## src/rtl/ps2_host_tx_pkg.sv

```systemverilog
// ps2_host_tx_pkg: shared states, PS/2 command constants and frame builder for the host transmitter
package ps2_host_tx_pkg;
  typedef enum logic [2:0] {ST_IDLE, ST_INHIBIT, ST_REQ, ST_SHIFT, ST_ACK, ST_WAIT_IDLE} state_t;
  localparam logic [7:0] PS2_CMD_RESET = 8'hFF;
  localparam logic [7:0] PS2_CMD_ENABLE = 8'hF4;
  localparam logic [7:0] PS2_ACK_BYTE = 8'hFA;
  function automatic logic [9:0] ps2_frame(input logic [7:0] d);
    return {1'b1, ~^d, d};
  endfunction
endpackage

```

## src/rtl/ps2_host_tx_if.sv

```systemverilog
// ps2_host_tx_if: command handshake between a PS/2 command issuer and the host transmitter
interface ps2_host_tx_if;
  logic [7:0] tx_data;
  logic tx_start;
  logic tx_busy;
  logic tx_done;
  logic tx_error;
  logic rx_inhibit;
  modport master(output tx_data, tx_start, input tx_busy, tx_done, tx_error, rx_inhibit);
  modport slave(input tx_data, tx_start, output tx_busy, tx_done, tx_error, rx_inhibit);
endinterface

```

## src/rtl/ps2_host_tx_line_filter.sv

```systemverilog
// ps2_line_filter: 2-FF synchronizer, stability filter and falling-edge strobe for one PS/2 line
module ps2_line_filter #(
  parameter int FILTER_LEN = 8
) (
  input  logic pclk,
  input  logic rst,
  input  logic pin,
  output logic level,
  output logic fall
);
  localparam int FW = $clog2(FILTER_LEN) + 1;
  localparam logic [FW-1:0] F_LAST = FW'(FILTER_LEN - 1);
  logic [1:0] sync;
  logic [FW-1:0] cnt;
  always_ff @(posedge pclk) begin
    if (rst) begin
      sync <= 2'b11;
      level <= 1'b1;
      cnt <= '0;
      fall <= 1'b0;
    end else begin
      sync <= {sync[0], pin};
      fall <= 1'b0;
      if (sync[1] == level) cnt <= '0;
      else if (cnt == F_LAST) begin
        level <= sync[1];
        fall <= level;
        cnt <= '0;
      end else cnt <= cnt + 1'b1;
    end
  end
endmodule

```

## src/rtl/ps2_host_tx.sv

```systemverilog
// ps2_host_tx: PS/2 host-to-device command transmitter (inhibit, request-to-send, shift, ACK check).
// Define PS2_TX_RETRY_EN to retry a NACKed or timed-out frame up to RETRY_MAX times.
module ps2_host_tx
  import ps2_host_tx_pkg::*;
#(
  parameter int INHIBIT_CYCLES = 4000,
  parameter int SETUP_CYCLES = 40,
  parameter int TIMEOUT_CYCLES = 600000,
`ifdef PS2_TX_RETRY_EN
  parameter int RETRY_MAX = 2,
`endif
  parameter int FILTER_LEN = 8
) (
  input  logic pclk,
  input  logic rst,
  ps2_host_tx_if.slave bus,
  input  logic ps2_clk_in,
  input  logic ps2_data_in,
  output logic ps2_clk_oe,
  output logic ps2_data_oe
);
  localparam int CW = $clog2(INHIBIT_CYCLES + SETUP_CYCLES + TIMEOUT_CYCLES);
  localparam logic [CW-1:0] I_LAST = CW'(INHIBIT_CYCLES - 1);
  localparam logic [CW-1:0] S_LAST = CW'(SETUP_CYCLES - 1);
  localparam logic [CW-1:0] T_LAST = CW'(TIMEOUT_CYCLES - 1);
  state_t st;
  logic [CW-1:0] cnt;
  logic [3:0] ecnt;
  logic [9:0] sr;
  logic nack, busy, done, err;
  logic clk_lvl, clk_fall, data_lvl, data_fall, watch, fail;
`ifdef PS2_TX_RETRY_EN
  localparam int RW = $clog2(RETRY_MAX + 1) + 1;
  localparam logic [RW-1:0] R_LAST = RW'(RETRY_MAX);
  logic [RW-1:0] rcnt;
  logic [7:0] byte_q;
`endif
  ps2_line_filter #(.FILTER_LEN(FILTER_LEN)) u_clk (.pclk(pclk), .rst(rst), .pin(ps2_clk_in), .level(clk_lvl), .fall(clk_fall));
  ps2_line_filter #(.FILTER_LEN(FILTER_LEN)) u_data (.pclk(pclk), .rst(rst), .pin(ps2_data_in), .level(data_lvl), .fall(data_fall));
  assign watch = st inside {ST_SHIFT, ST_ACK, ST_WAIT_IDLE};
  assign fail = (watch && cnt == T_LAST) || (st == ST_WAIT_IDLE && clk_lvl && data_lvl && nack);
  assign bus.tx_busy = busy;
  assign bus.rx_inhibit = busy;
  assign bus.tx_done = done;
  assign bus.tx_error = err;
  always_ff @(posedge pclk) begin
    if (rst) begin
      st <= ST_IDLE;
      cnt <= '0;
      ecnt <= '0;
      sr <= '0;
      nack <= 1'b0;
      busy <= 1'b0;
      done <= 1'b0;
      err <= 1'b0;
      ps2_clk_oe <= 1'b0;
      ps2_data_oe <= 1'b0;
`ifdef PS2_TX_RETRY_EN
      rcnt <= '0;
      byte_q <= '0;
`endif
    end else begin
      done <= 1'b0;
      err <= 1'b0;
      // any device activity on either line refreshes the timeout
      cnt <= (watch && (clk_fall || data_fall)) ? '0 : cnt + 1'b1;
      if (fail) begin
        cnt <= '0;
        ps2_data_oe <= 1'b0;
`ifdef PS2_TX_RETRY_EN
        if (rcnt != R_LAST) begin
          st <= ST_INHIBIT;
          ps2_clk_oe <= 1'b1;
          ecnt <= '0;
          sr <= ps2_frame(byte_q);
          rcnt <= rcnt + 1'b1;
        end else
`endif
        begin
          st <= ST_IDLE;
          ps2_clk_oe <= 1'b0;
          busy <= 1'b0;
          err <= 1'b1;
        end
      end else begin
        case (st)
          ST_IDLE: if (bus.tx_start) begin
            st <= ST_INHIBIT;
            busy <= 1'b1;
            ps2_clk_oe <= 1'b1;
            cnt <= '0;
            ecnt <= '0;
            sr <= ps2_frame(bus.tx_data);
`ifdef PS2_TX_RETRY_EN
            rcnt <= '0;
            byte_q <= bus.tx_data;
`endif
          end
          ST_INHIBIT: if (cnt == I_LAST) begin
            st <= ST_REQ;
            ps2_data_oe <= 1'b1;
            cnt <= '0;
          end
          ST_REQ: if (cnt == S_LAST) begin
            st <= ST_SHIFT;
            ps2_clk_oe <= 1'b0;
            cnt <= '0;
          end
          ST_SHIFT: if (clk_fall) begin
            ps2_data_oe <= ~sr[0];
            sr <= sr >> 1;
            ecnt <= ecnt + 1'b1;
            if (ecnt == 4'd9) begin
              st <= ST_ACK;
              cnt <= '0;
            end
          end
          ST_ACK: if (clk_fall) begin
            nack <= data_lvl;
            st <= ST_WAIT_IDLE;
            cnt <= '0;
          end
          ST_WAIT_IDLE: if (clk_lvl && data_lvl) begin
            st <= ST_IDLE;
            busy <= 1'b0;
            done <= 1'b1;
          end
          default: st <= ST_IDLE;
        endcase
      end
    end
  end
endmodule

```

## src/flat_wrapper.sv

```systemverilog
// flat-port wrapper written by rule: the top's interface ports become plain ports
module ps2_host_tx_flat import ps2_host_tx_pkg::*;
#(
  parameter int INHIBIT_CYCLES = 4000,
  parameter int SETUP_CYCLES = 40,
  parameter int TIMEOUT_CYCLES = 600000,

  parameter int FILTER_LEN = 8
)
  (pclk, rst, ps2_clk_in, ps2_data_in, ps2_clk_oe, ps2_data_oe, bus_tx_data, bus_tx_start, bus_tx_busy, bus_tx_done, bus_tx_error, bus_rx_inhibit);
  ps2_host_tx_if bus_i ();
  input  logic pclk;
  input  logic rst;
  input  logic ps2_clk_in;
  input  logic ps2_data_in;
  output logic ps2_clk_oe;
  output logic ps2_data_oe;
  input wire logic [$bits(bus_i.tx_data)-1:0] bus_tx_data;
  input wire logic [$bits(bus_i.tx_start)-1:0] bus_tx_start;
  output wire logic [$bits(bus_i.tx_busy)-1:0] bus_tx_busy;
  output wire logic [$bits(bus_i.tx_done)-1:0] bus_tx_done;
  output wire logic [$bits(bus_i.tx_error)-1:0] bus_tx_error;
  output wire logic [$bits(bus_i.rx_inhibit)-1:0] bus_rx_inhibit;
  assign bus_i.tx_data = bus_tx_data;
  assign bus_i.tx_start = bus_tx_start;
  assign bus_tx_busy = bus_i.tx_busy;
  assign bus_tx_done = bus_i.tx_done;
  assign bus_tx_error = bus_i.tx_error;
  assign bus_rx_inhibit = bus_i.rx_inhibit;
  ps2_host_tx #(.INHIBIT_CYCLES(INHIBIT_CYCLES), .SETUP_CYCLES(SETUP_CYCLES), .TIMEOUT_CYCLES(TIMEOUT_CYCLES), .FILTER_LEN(FILTER_LEN)) u_core (.pclk(pclk), .rst(rst), .bus(bus_i), .ps2_clk_in(ps2_clk_in), .ps2_data_in(ps2_data_in), .ps2_clk_oe(ps2_clk_oe), .ps2_data_oe(ps2_data_oe));
endmodule
```

## config.mk

```make
export PLATFORM = sky130hd
export DESIGN_NAME = ps2_host_tx_flat
export DESIGN_NICKNAME = d
export VERILOG_FILES = /design/src/rtl/ps2_host_tx_pkg.sv /design/src/rtl/ps2_host_tx_if.sv /design/src/rtl/ps2_host_tx_line_filter.sv /design/src/rtl/ps2_host_tx.sv /design/src/flat_wrapper.sv
export SDC_FILE = /design/constraint.sdc
export NUM_CORES = 1
export LEC_CHECK = 0
export CAP_MARGIN = 15
export CORE_MARGIN = 2
export CORE_UTILIZATION = 40
export DETAILED_ROUTE_END_ITERATION = 12
export HOLD_SLACK_MARGIN = 0.03
export PLACE_DENSITY = 0.68
export RECOVER_POWER = 50
export SLEW_MARGIN = 25
export SYNTH_ARGS = -nofsm -noshare
export SYNTH_HDL_FRONTEND = slang
export SYNTH_SLANG_ARGS = --single-unit
```

## constraint.sdc

```tcl
create_clock -name pclk -period 2.7 [get_ports pclk]
set_clock_uncertainty 0.15 [all_clocks]
set_input_delay 0.27 -clock pclk [delete_from_list [all_inputs] [get_ports pclk]]
set_output_delay 0.27 -clock pclk [all_outputs]
set_load 0.02 [all_outputs]
```

==> impl_metrics.json, run 1 <==
{
  "status": "finished clean",
  "numCtsBuffers": 9,
  "rsz0062_at_grt": "false",
  "drv_slew": 0,
  "tns_ns": 0,
  "cts_root_buf": "clkbuf_8",
  "regArea_sq_um": 1181,
  "vias": 2202,
  "synth_top_area_cell": "dfxtp_1",
  "drc": 0,
  "holdWs_ns": 0.2588,
  "yosysWarnings": 0,
  "cp.arrival_ns": 2.53,
  "finalHoldViolCount": 0,
  "power.leakage_nw": 1.245,
  "placed_area_sq_um": 3032,
  "synth_fp_nets": 332,
  "cp_max_fo": 12,
  "setup_viol": 0,
  "pin_count": 19,
  "peakVddDrop_mv": 0.2706,
  "ys_seq_area_share_pct": 42.91,
  "clkTransAtPathRegs_ns": 0.06,
  "hold_buffers": 0,
  "fp-row-count": 30,
  "grt_util_all_layers_pct": 15.60,
  "relSlewSlack_pct": 16.09,
  "maxCapViolCount": 0,
  "drt_iter0_markers": 111,
  "place_hpwl_um": 3715,
  "ctsResizeCount": 0,
  "hold_path_class": "reg2reg",
  "h-tree-depth": 3,
  "cts_buffer_depth": 2,
  "start_kind": "register",
  "p_total_w": 0.001729,
  "cts.sinks": 59,
  "fin_nets": 355,
  "io_buffer_count": 18,
  "fp.dieW_um": 86.96,
  "final_common_cell": "dfxtp_1",
  "gr-usage-met3_pct": 3.602,
  "start_util_pct": 40.97,
  "grt_pass1_vias": 2008,
  "tritoncts": "done",
  "powerDensity_nw_per_um2": 542.6,
  "insertion_delay_ns": 0.33,
  "gr-usage-met2_pct": 22.41,
  "syn_area_sq_um": 2753,
  "post-route-period-util_pct": 91.15,
  "die_y_um": 86.96,
  "layout-drive-gt1-share_pct": 12.06,
  "cts_post_setup_buffers_inserted": 0,
  "grt_util_met1_pct": 21.85,
  "synthCells": 314,
  "die-area_sq_um": 7561,
  "synth_area_leaders": "dfxtp_1, nor2_1, xnor2_1",
  "synth_cell_types": 49,
  "critPathKind": "reg2reg",
  "final_cell_area_sq_um": 3187,
  "firstDrtPassIters": 4,
  "grt_max_degree": 31,
  "n_fill_cell": 642,
  "avgRoutedWirePerCell_um": 12.76,
  "place.gp.congestion": 0.8587,
  "async_reset_ff_share_pct": 0,
  "tightest_slew_ns": 1.259,
  "coreArea_sq_um": 6719,
  "syn2layout_area_growth_pct": 15.77,
  "grt_pass1_wl_um": 9315,
  "gr-total-overflow": 0,
  "avgSynthCellArea_sq_um": 8.766,
  "top_usage_layer": "met2",
  "synthFlopType": "dfxtp_1",
  "detail-route-antenna-nets": 0,
  "diodes": 0,
  "multi_input_area_sq_um": 1469,
  "vias_per_cell": 5.243,
  "period_minus_slack_ns": 2.461,
  "grt_antenna_before_repair": 0,
  "synth-edff-count": 0,
  "cp_data_required_time_ns": 2.76,
  "synth-seq-cells": 59,
  "fmax_mhz": 406.3,
  "layout_common_cells": "dfxtp_1, nor2_1, nand2_1, xnor2_1, nand3_1",
  "yosys.area.top_type_share_pct": 42.91,
  "end_kind": "register",
  "routed_wl_um": 5360
}
## sequential cells by signal, summed over array words and instances, names as in the netlist, 2 cells and up
signal / cells
u_core.st: 3
u_core.u_data.sync: 2
u_core.u_data.cnt: 4
u_core.sr: 10
u_core.cnt: 20
u_core.ecnt: 4
u_core.u_clk.cnt: 4
u_core.u_clk.sync: 2
## kinds of logic after synthesis
logic type               Yosys count  share of synthesized area, %
XOR/XNOR                          31                         9.864
buffers and inverters             23                         3.682
AND/OR/NAND/NOR                  153                         28.23
AO/OA/AOI/OAI                     40                         11.96
flip-flops                        59                         42.91
adder cells (fa/ha/maj)            5                         2.273
multiplexers                       3                         1.091
## final cells by class
| class | instances | share of cell area [%] |
|---|---|---|
| clock buffers | 11 | 4.751 |
| clock inverters | 3 | 0.4711 |
| inverters | 9 | 1.060 |
| multi-input cells | 232 | 46.09 |
| flip-flops and latches | 59 | 37.06 |
| well taps | 80 | 3.141 |
| repair buffers | 26 | 7.420 |
## through the flow
stage               worst slack, ns  utilization [%]  cells
finish                       0.2390            47.43    420
CTS                          0.2791            47.60    420
global placement             0.3210            45.12    406
detailed placement           0.2875            45.12    406
global route                 0.1339            47.43    420
floorplan                    0.4145                -    314
## synth_stat cells (2+ instances only)
cell and count:
xnor2_1 18, buf_2 2, and3_1 6, clkbuf_1 9
nor2_1 44, a311oi_1 9, nand2b_1 2, a211o_1 4
nand3b_1 3, nor4_1 2, or2_2 5, nand4_1 4
nor3b_1 3, nor3_1 8, xor2_1 13, a21oi_1 6
mux2i_1 3, nor2b_1 2, o21ai_0 2, a31oi_1 5
dfxtp_1 59, inv_1 9, ha_1 5, or4_4 2
nand2_1 38, nor2_2 10, nand3_1 15, nor4b_1 4
a31o_2 2
## path summary, 6_finish.rpt
| kind | slack, ns | from | cells past startpoint | endpoint |
|---|---|---|---|---|
| worst min register to register | 0.26 | u_core.u_data.sync[0] | 1 | u_core.u_data.sync[1] |
| worst max-delay path | 0.24 | u_core.cnt[6] | 6 | u_core.cnt[8] |
| worst max register to register | 0.24 | u_core.cnt[6] | 6 | u_core.cnt[8] |
| worst min-delay path | 0.26 | u_core.u_data.sync[0] | 1 | u_core.u_data.sync[1] |
## critical path: stages (launching register included)
cell and delay [ns]:
dfxtp_1 0.34, or4_1 0.54, or4_1 0.54, o311a_1 0.39
o211ai_2 0.08, buf_4 0.24, nor2_1 0.07
## power by group
part	switching (W)	leakage, nW	internal, W
sequential	0.0000163	0.480	0.000895
combinational	0.0000725	0.674	0.0000658
clock	0.000312	0.0908	0.000367
## layer usage
metal | part of all wire [%] | up-vias
met1 | 50 | 1021
met3 | 4.8 | 6
met2 | 44 | 44
met4 | 1.0 | 0
met5 | 0 | -
li1 | - | 1131
No activity file was read; power rests on OpenSTA's default activity.
==> run 2: changes to the inputs <==
--- a/config.mk
+++ b/config.mk
@@ -10,7 +10,7 @@
 export CORE_UTILIZATION = 40
 export DETAILED_ROUTE_END_ITERATION = 12
 export HOLD_SLACK_MARGIN = 0.03
-export PLACE_DENSITY = 0.68
+export PLACE_DENSITY = 0.7
 export RECOVER_POWER = 50
 export SLEW_MARGIN = 25
 export SYNTH_ARGS = -nofsm -noshare
==> constraint.sdc (replaced) <==
create_clock -name pclk -period 2.1 [get_ports pclk]
set_clock_uncertainty 0.15 [all_clocks]
set_input_delay 0.21 -clock pclk [delete_from_list [all_inputs] [get_ports pclk]]
set_output_delay 0.21 -clock pclk [all_outputs]
set_load 0.02 [all_outputs]
==> impl_metrics.json, run 2 (synthesis results as in run 1) <==
{
  "numCtsBuffers": 9,
  "layout_setup_ws_ns": -0.09697,
  "placed_cells": 422,
  "fin_nets": 373,
  "rr_startpoint": "u_core.cnt[15]",
  "wl_met2_um": 2448,
  "maxCapViolCount": 0,
  "finalHoldViolCount": 0,
  "firstDrtPassIters": 4,
  "violations": "setup timing",
  "peakVddDrop_mv": 0.4415,
  "hold_buffers": 0,
  "top_layer_used": "met4",
  "grt_util_all_layers_pct": 15.98,
  "cp.arrival_ns": 2.29,
  "wl_met1_um": 2818,
  "period_minus_slack_ns": 2.197,
  "grt_max_degree": 31,
  "start_kind": "register",
  "relSlewSlack_pct": 19.43,
  "grt_pass1_vias": 2070,
  "cts.sinks": 59,
  "holdWs_ns": 0.2554,
  "vias_per_cell": 5.145,
  "layout_common_cells": "dfxtp_1, nor2_1, nand2_1, buf_4, xnor2_1",
  "vias": 2264,
  "reg2reg_slack_ns": -0.1,
  "cts_buffer_depth": 2,
  "drc": 0,
  "coreArea_sq_um": 6719,
  "fp-row-count": 30,
  "final_common_cell": "dfxtp_1",
  "h-tree-depth": 3,
  "stdcell_count": 440,
  "reg2reg_to": "u_core.cnt[9]",
  "largest_register_ffs": 20,
  "cp_data_required_time_ns": 2.19,
  "n_fill_cell": 614,
  "detail-route-antenna-nets": 0,
  "p_total_w": 0.002543,
  "cp_max_fo": 12,
  "power.leakage_nw": 1.378,
  "clkTransAtPathRegs_ns": 0.07,
  "pin_count": 19,
  "setup_viol": 20,
  "end_kind": "register",
  "largest-register": "u_core.cnt",
  "drv_slew": 0,
  "syn2layout_area_growth_pct": 26.36,
  "reg.largest.list": "u_core.cnt (20), u_core.sr (10)",
  "fp.dieW_um": 86.96,
  "pre_cts_ws_ns": -0.1035,
  "layout-drive-gt1-share_pct": 20.00,
  "routed_wl_um": 5612,
  "rsz0062_at_grt": "true",
  "hold_depth": 1,
  "place_hpwl_um": 3937,
  "grt_pass1_wl_um": 9473,
  "avgRoutedWirePerCell_um": 12.75,
  "fmax_mhz": 455.2,
  "min_to": "u_core.u_data.sync[1]",
  "holdCritStartpoint": "u_core.u_data.sync[0]",
  "insertion_delay_ns": 0.34,
  "io_buffer_count": 18,
  "drt_iter0_markers": 146,
  "gr-total-overflow": 0,
  "die_y_um": 86.96,
  "rr_worst_depth": 6,
  "tightest_slew_ns": 1.209,
  "die-area_sq_um": 7561,
  "start_util_pct": 40.97,
  "critPathKind": "reg2reg",
  "hold_path_class": "reg2reg",
  "cts_root_buf": "clkbuf_8",
  "grt_antenna_before_repair": 0,
  "tritoncts": "done",
  "post-route-period-util_pct": 104.6,
  "status": "finished with violations",
  "place.gp.congestion": 0.8926,
  "diodes": 0,
  "powerDensity_nw_per_um2": 731.0,
  "wl_met3_um": 258
}
[run 2: changes by cell type in the layout (fill, tap and decap cells not counted), sizes merged]
cell / previous run / this run
clkdlybuf4s50: 11 / 12
clkinvlp: 0 / 1
bufinv: 0 / 2
clkbuf: 12 / 13
dlygate4sd3: 7 / 6
buf: 7 / 25
clkinv: 3 / 1
[run 2: layout make-up]
| class | count | area (sq um) | area share, % |
|---|---|---|---|
| inverters | 9 | 33.78 | 0.9712 |
| multi-input cells | 232 | 1534 | 44.10 |
| well taps | 80 | 100.1 | 2.878 |
| clock inverters | 4 | 72.57 | 2.086 |
| clock buffers | 12 | 155.1 | 4.460 |
| repair buffers | 44 | 400.4 | 11.51 |
| flip-flops and latches | 59 | 1182 | 33.99 |
[run 2: layer usage]
layer | vias up | track usage, %
met1 | 1039 | 21.34
li1 | 1174 | -
met2 | 45 | 23.59
met5 | - | 0
met3 | 6 | 4.929
met4 | 0 | 7.244
[run 2: worst max-delay path, cell delays in order, from the launching register on]
cell and delay [ns]:
dfxtp_2 0.32, or4_4 0.53, or4_4 0.45, o311a_4 0.33, o211ai_2 0.10, buf_12 0.17
nor2_1 0.05
[run 2: repair_timing]
action	in CTS	in global routing
pin swaps	0	2
setup endpoints to repair	21	24
gates cloned	0	0
gates resized for setup	3	8
hold endpoints to repair	0	0
buffers inserted	0	2
[run 2: stage by stage]
step           instance area [sq um]  TNS (ns)  util (%)
2_1_floorplan                   2768   -0.6481         -
3_3_place_gp                    3186    -1.277     47.41
3_5_place_dp                    3186    -1.723     47.41
4_1_cts                         3431    -1.223     51.06
5_1_grt                         3478    -3.546     51.77
6_report                        3478    -1.632     51.77
[run 2: worst max path at each step]
stage / endpoint / slack (ns) / startpoint
floorplan: u_core.cnt[7] / -0.07 / u_core.cnt[15]
global placement: u_core.cnt[8] / -0.08 / u_core.cnt[15]
detailed placement: u_core.cnt[9] / -0.10 / u_core.cnt[15]
CTS: u_core.cnt[9] / -0.11 / u_core.cnt[15]
global route: u_core.cnt[9] / -0.17 / u_core.cnt[15]
finish: u_core.cnt[9] / -0.1 / u_core.cnt[15]
[run 2: where the power goes]
group	internal, W	switching, W	total (W)	leakage, nW
Combinational	0.000102	0.000104	0.000207	0.785
Clock	0.000731	0.000437	0.00117	0.113
Sequential	0.00115	0.0000182	0.00117	0.481
Total	0.00198	0.000560	0.00254	1.38
==> run 3: changes to the inputs <==
--- a/config.mk
+++ b/config.mk
@@ -10,9 +10,9 @@
 export CORE_UTILIZATION = 40
 export DETAILED_ROUTE_END_ITERATION = 12
 export HOLD_SLACK_MARGIN = 0.03
-export PLACE_DENSITY = 0.7
+export PLACE_DENSITY = 0.68
 export RECOVER_POWER = 50
-export SLEW_MARGIN = 25
+export SLEW_MARGIN = 10
 export SYNTH_ARGS = -nofsm -noshare
 export SYNTH_HDL_FRONTEND = slang
 export SYNTH_SLANG_ARGS = --single-unit
==> constraint.sdc (replaced) <==
create_clock -name pclk -period 2.4 [get_ports pclk]
set_clock_uncertainty 0.15 [all_clocks]
set_input_delay 0.24 -clock pclk [delete_from_list [all_inputs] [get_ports pclk]]
set_output_delay 0.24 -clock pclk [all_outputs]
set_load 0.02 [all_outputs]
==> impl_metrics.json, run 3 (synthesis results as in run 1) <==
{
  "status": "finished clean",
  "reg2reg_slack_ns": 0.07,
  "vias": 2265,
  "start_kind": "register",
  "die_y_um": 86.96,
  "post-route-period-util_pct": 97.21,
  "grt_util_all_layers_pct": 16.18,
  "pre_cts_ws_ns": -0.2011,
  "powerDensity_nw_per_um2": 629.2,
  "cts.sinks": 59,
  "critPathKind": "reg2reg",
  "syn2layout_area_growth_pct": 21.00,
  "numCtsBuffers": 9,
  "fin_nets": 364,
  "insertion_delay_ns": 0.34,
  "p_int_w": 0.001621,
  "drv_slew": 0,
  "pwr-share-comb_pct": 8.5,
  "clkTransAtPathRegs_ns": 0.06,
  "vias_per_cell": 5.267,
  "rr_startpoint": "u_core.cnt[6]",
  "cp_max_fo": 12,
  "seqPwrFrac_pct": 48.8,
  "maxCapViolCount": 0,
  "rr_worst_depth": 6,
  "finalHoldViolCount": 0,
  "pin_count": 19,
  "period_minus_slack_ns": 2.333,
  "cp_data_required_time_ns": 2.48,
  "endpoint": "u_core.cnt[8]",
  "layout_setup_ws_ns": 0.06685,
  "grt_max_degree": 31,
  "rsz0062_at_grt": "false",
  "cts_buffer_depth": 2,
  "diodes": 0,
  "place_hpwl_um": 3942,
  "routed_wl_um": 5666,
  "fp-row-count": 30,
  "fp.dieW_um": 86.96,
  "gr-total-overflow": 0,
  "switchingPower_w": 0.0004748,
  "reg.largest.list": "u_core.cnt (20), u_core.sr (10)",
  "final_common_cell": "dfxtp_1",
  "largest_register_ffs": 20,
  "start_util_pct": 40.97,
  "firstDrtPassIters": 4,
  "coreArea_sq_um": 6719,
  "io_buffer_count": 18,
  "n_fill_cell": 631,
  "hold_buffers": 0,
  "reg2reg_to": "u_core.cnt[8]",
  "relSlewSlack_pct": 14.23,
  "cts_root_buf": "clkbuf_8",
  "hold_path_class": "reg2reg",
  "p_total_w": 0.002096,
  "die-area_sq_um": 7561,
  "cp.arrival_ns": 2.41,
  "grt_pass1_vias": 2103,
  "swShare_pct": 22.66,
  "holdWs_ns": 0.2594,
  "placed_area_sq_um": 3104,
  "layout-drive-gt1-share_pct": 14.86,
  "peakVddDrop_mv": 0.3631,
  "fmax_mhz": 428.6,
  "largest-register": "u_core.cnt",
  "pwr-share-clk_pct": 42.8,
  "tritoncts": "done",
  "utilization_pct": 49.57,
  "final_cell_area_sq_um": 3331,
  "power.leakage_nw": 1.313,
  "drc": 0,
  "place.gp.congestion": 0.8916,
  "grt_pass1_wl_um": 9522,
  "drt_iter0_markers": 119,
  "h-tree-depth": 3,
  "grt_antenna_before_repair": 0,
  "detail-route-antenna-nets": 0,
  "layout_common_cells": "dfxtp_1, nor2_1, nand2_1, xnor2_1, nand3_1",
  "setup_viol": 0,
  "avgRoutedWirePerCell_um": 13.18,
  "tightest_slew_ns": 1.287,
  "startpoint": "u_core.cnt[6]",
  "end_kind": "register"
}
## run 3: changes by cell type in the layout (fill, tap and decap cells not counted), moves of 2 or more
cell     before  now
a31oi_2       2    0
buf_4        22   14
a31oi_1       3    5
nor2_1       42   44
nor2_4        2    0
## run 3: critical path, cell delays in order, from the launching register on
cell and delay [ns]:
dfxtp_1 0.31, or4_4 0.53, or4_4 0.51, o311a_4 0.40, o211ai_4 0.10, buf_12 0.17
nor2_1 0.05
## run 3: repair_timing
item,CTS,global route
setup endpoints to repair,12,20
buffers inserted,0,1
resized for setup,1,2
pin swaps,0,1
## run 3: power groups by stage
| stage | combinational (W) | clock (W) | sequential [W] |
|---|---|---|---|
| 2_1_floorplan | 0.000109 | 0 | 0.00104 |
| 6_report | 0.000177 | 0.000897 | 0.00102 |
| 5_1_grt | 0.000195 | 0.000971 | 0.00102 |
| 3_3_place_gp | 0.000165 | 0 | 0.00104 |
| 4_1_cts | 0.000172 | 0.000920 | 0.00102 |
| 3_5_place_dp | 0.000169 | 0 | 0.00104 |
## run 3: worst min-delay path by stage
stage	cells past startpoint	to	startpoint	slack, ns
5_1_grt	1	u_core.u_data.sync[1]	u_core.u_data.sync[0]	0.29
3_3_place_gp	1	u_core.u_clk.sync[1]	u_core.u_clk.sync[0]	0.24
3_5_place_dp	1	u_core.u_data.sync[1]	u_core.u_data.sync[0]	0.25
6_report	1	u_core.u_data.sync[1]	u_core.u_data.sync[0]	0.26
2_1_floorplan	1	u_core.u_clk.sync[0]	ps2_clk_in	0.19
4_1_cts	1	u_core.u_data.sync[1]	u_core.u_data.sync[0]	0.26
## run 3: through the flow
stage	std cells	TNS (ns)
final	430	0
after detailed placement	414	-1.899
after global placement	414	-0.9172
after CTS	429	0
after global routing	430	0
after floorplan	314	0
## run 3: cell type report
| class | instances | area [sq um] | area share (%) |
|---|---|---|---|
| clock buffers | 13 | 158.9 | 4.771 |
| clock inverters | 2 | 35.03 | 1.052 |
| inverters | 9 | 33.78 | 1.014 |
| multi-input cells | 232 | 1493 | 44.82 |
| flip-flops and latches | 59 | 1181 | 35.46 |
| well taps | 80 | 100.1 | 3.005 |
| repair buffers | 35 | 329.1 | 9.880 |
## run 3: per-layer routing
layer	global-route usage (%)	share of wire (%)	vias up	wire length [um]
li1	-	-	1159	-
met1	19.44	48	1049	2734
met2	26.58	45	49	2561
met3	6.066	5.0	8	283
met4	5.398	1.5	0	87
met5	0	0	-	0
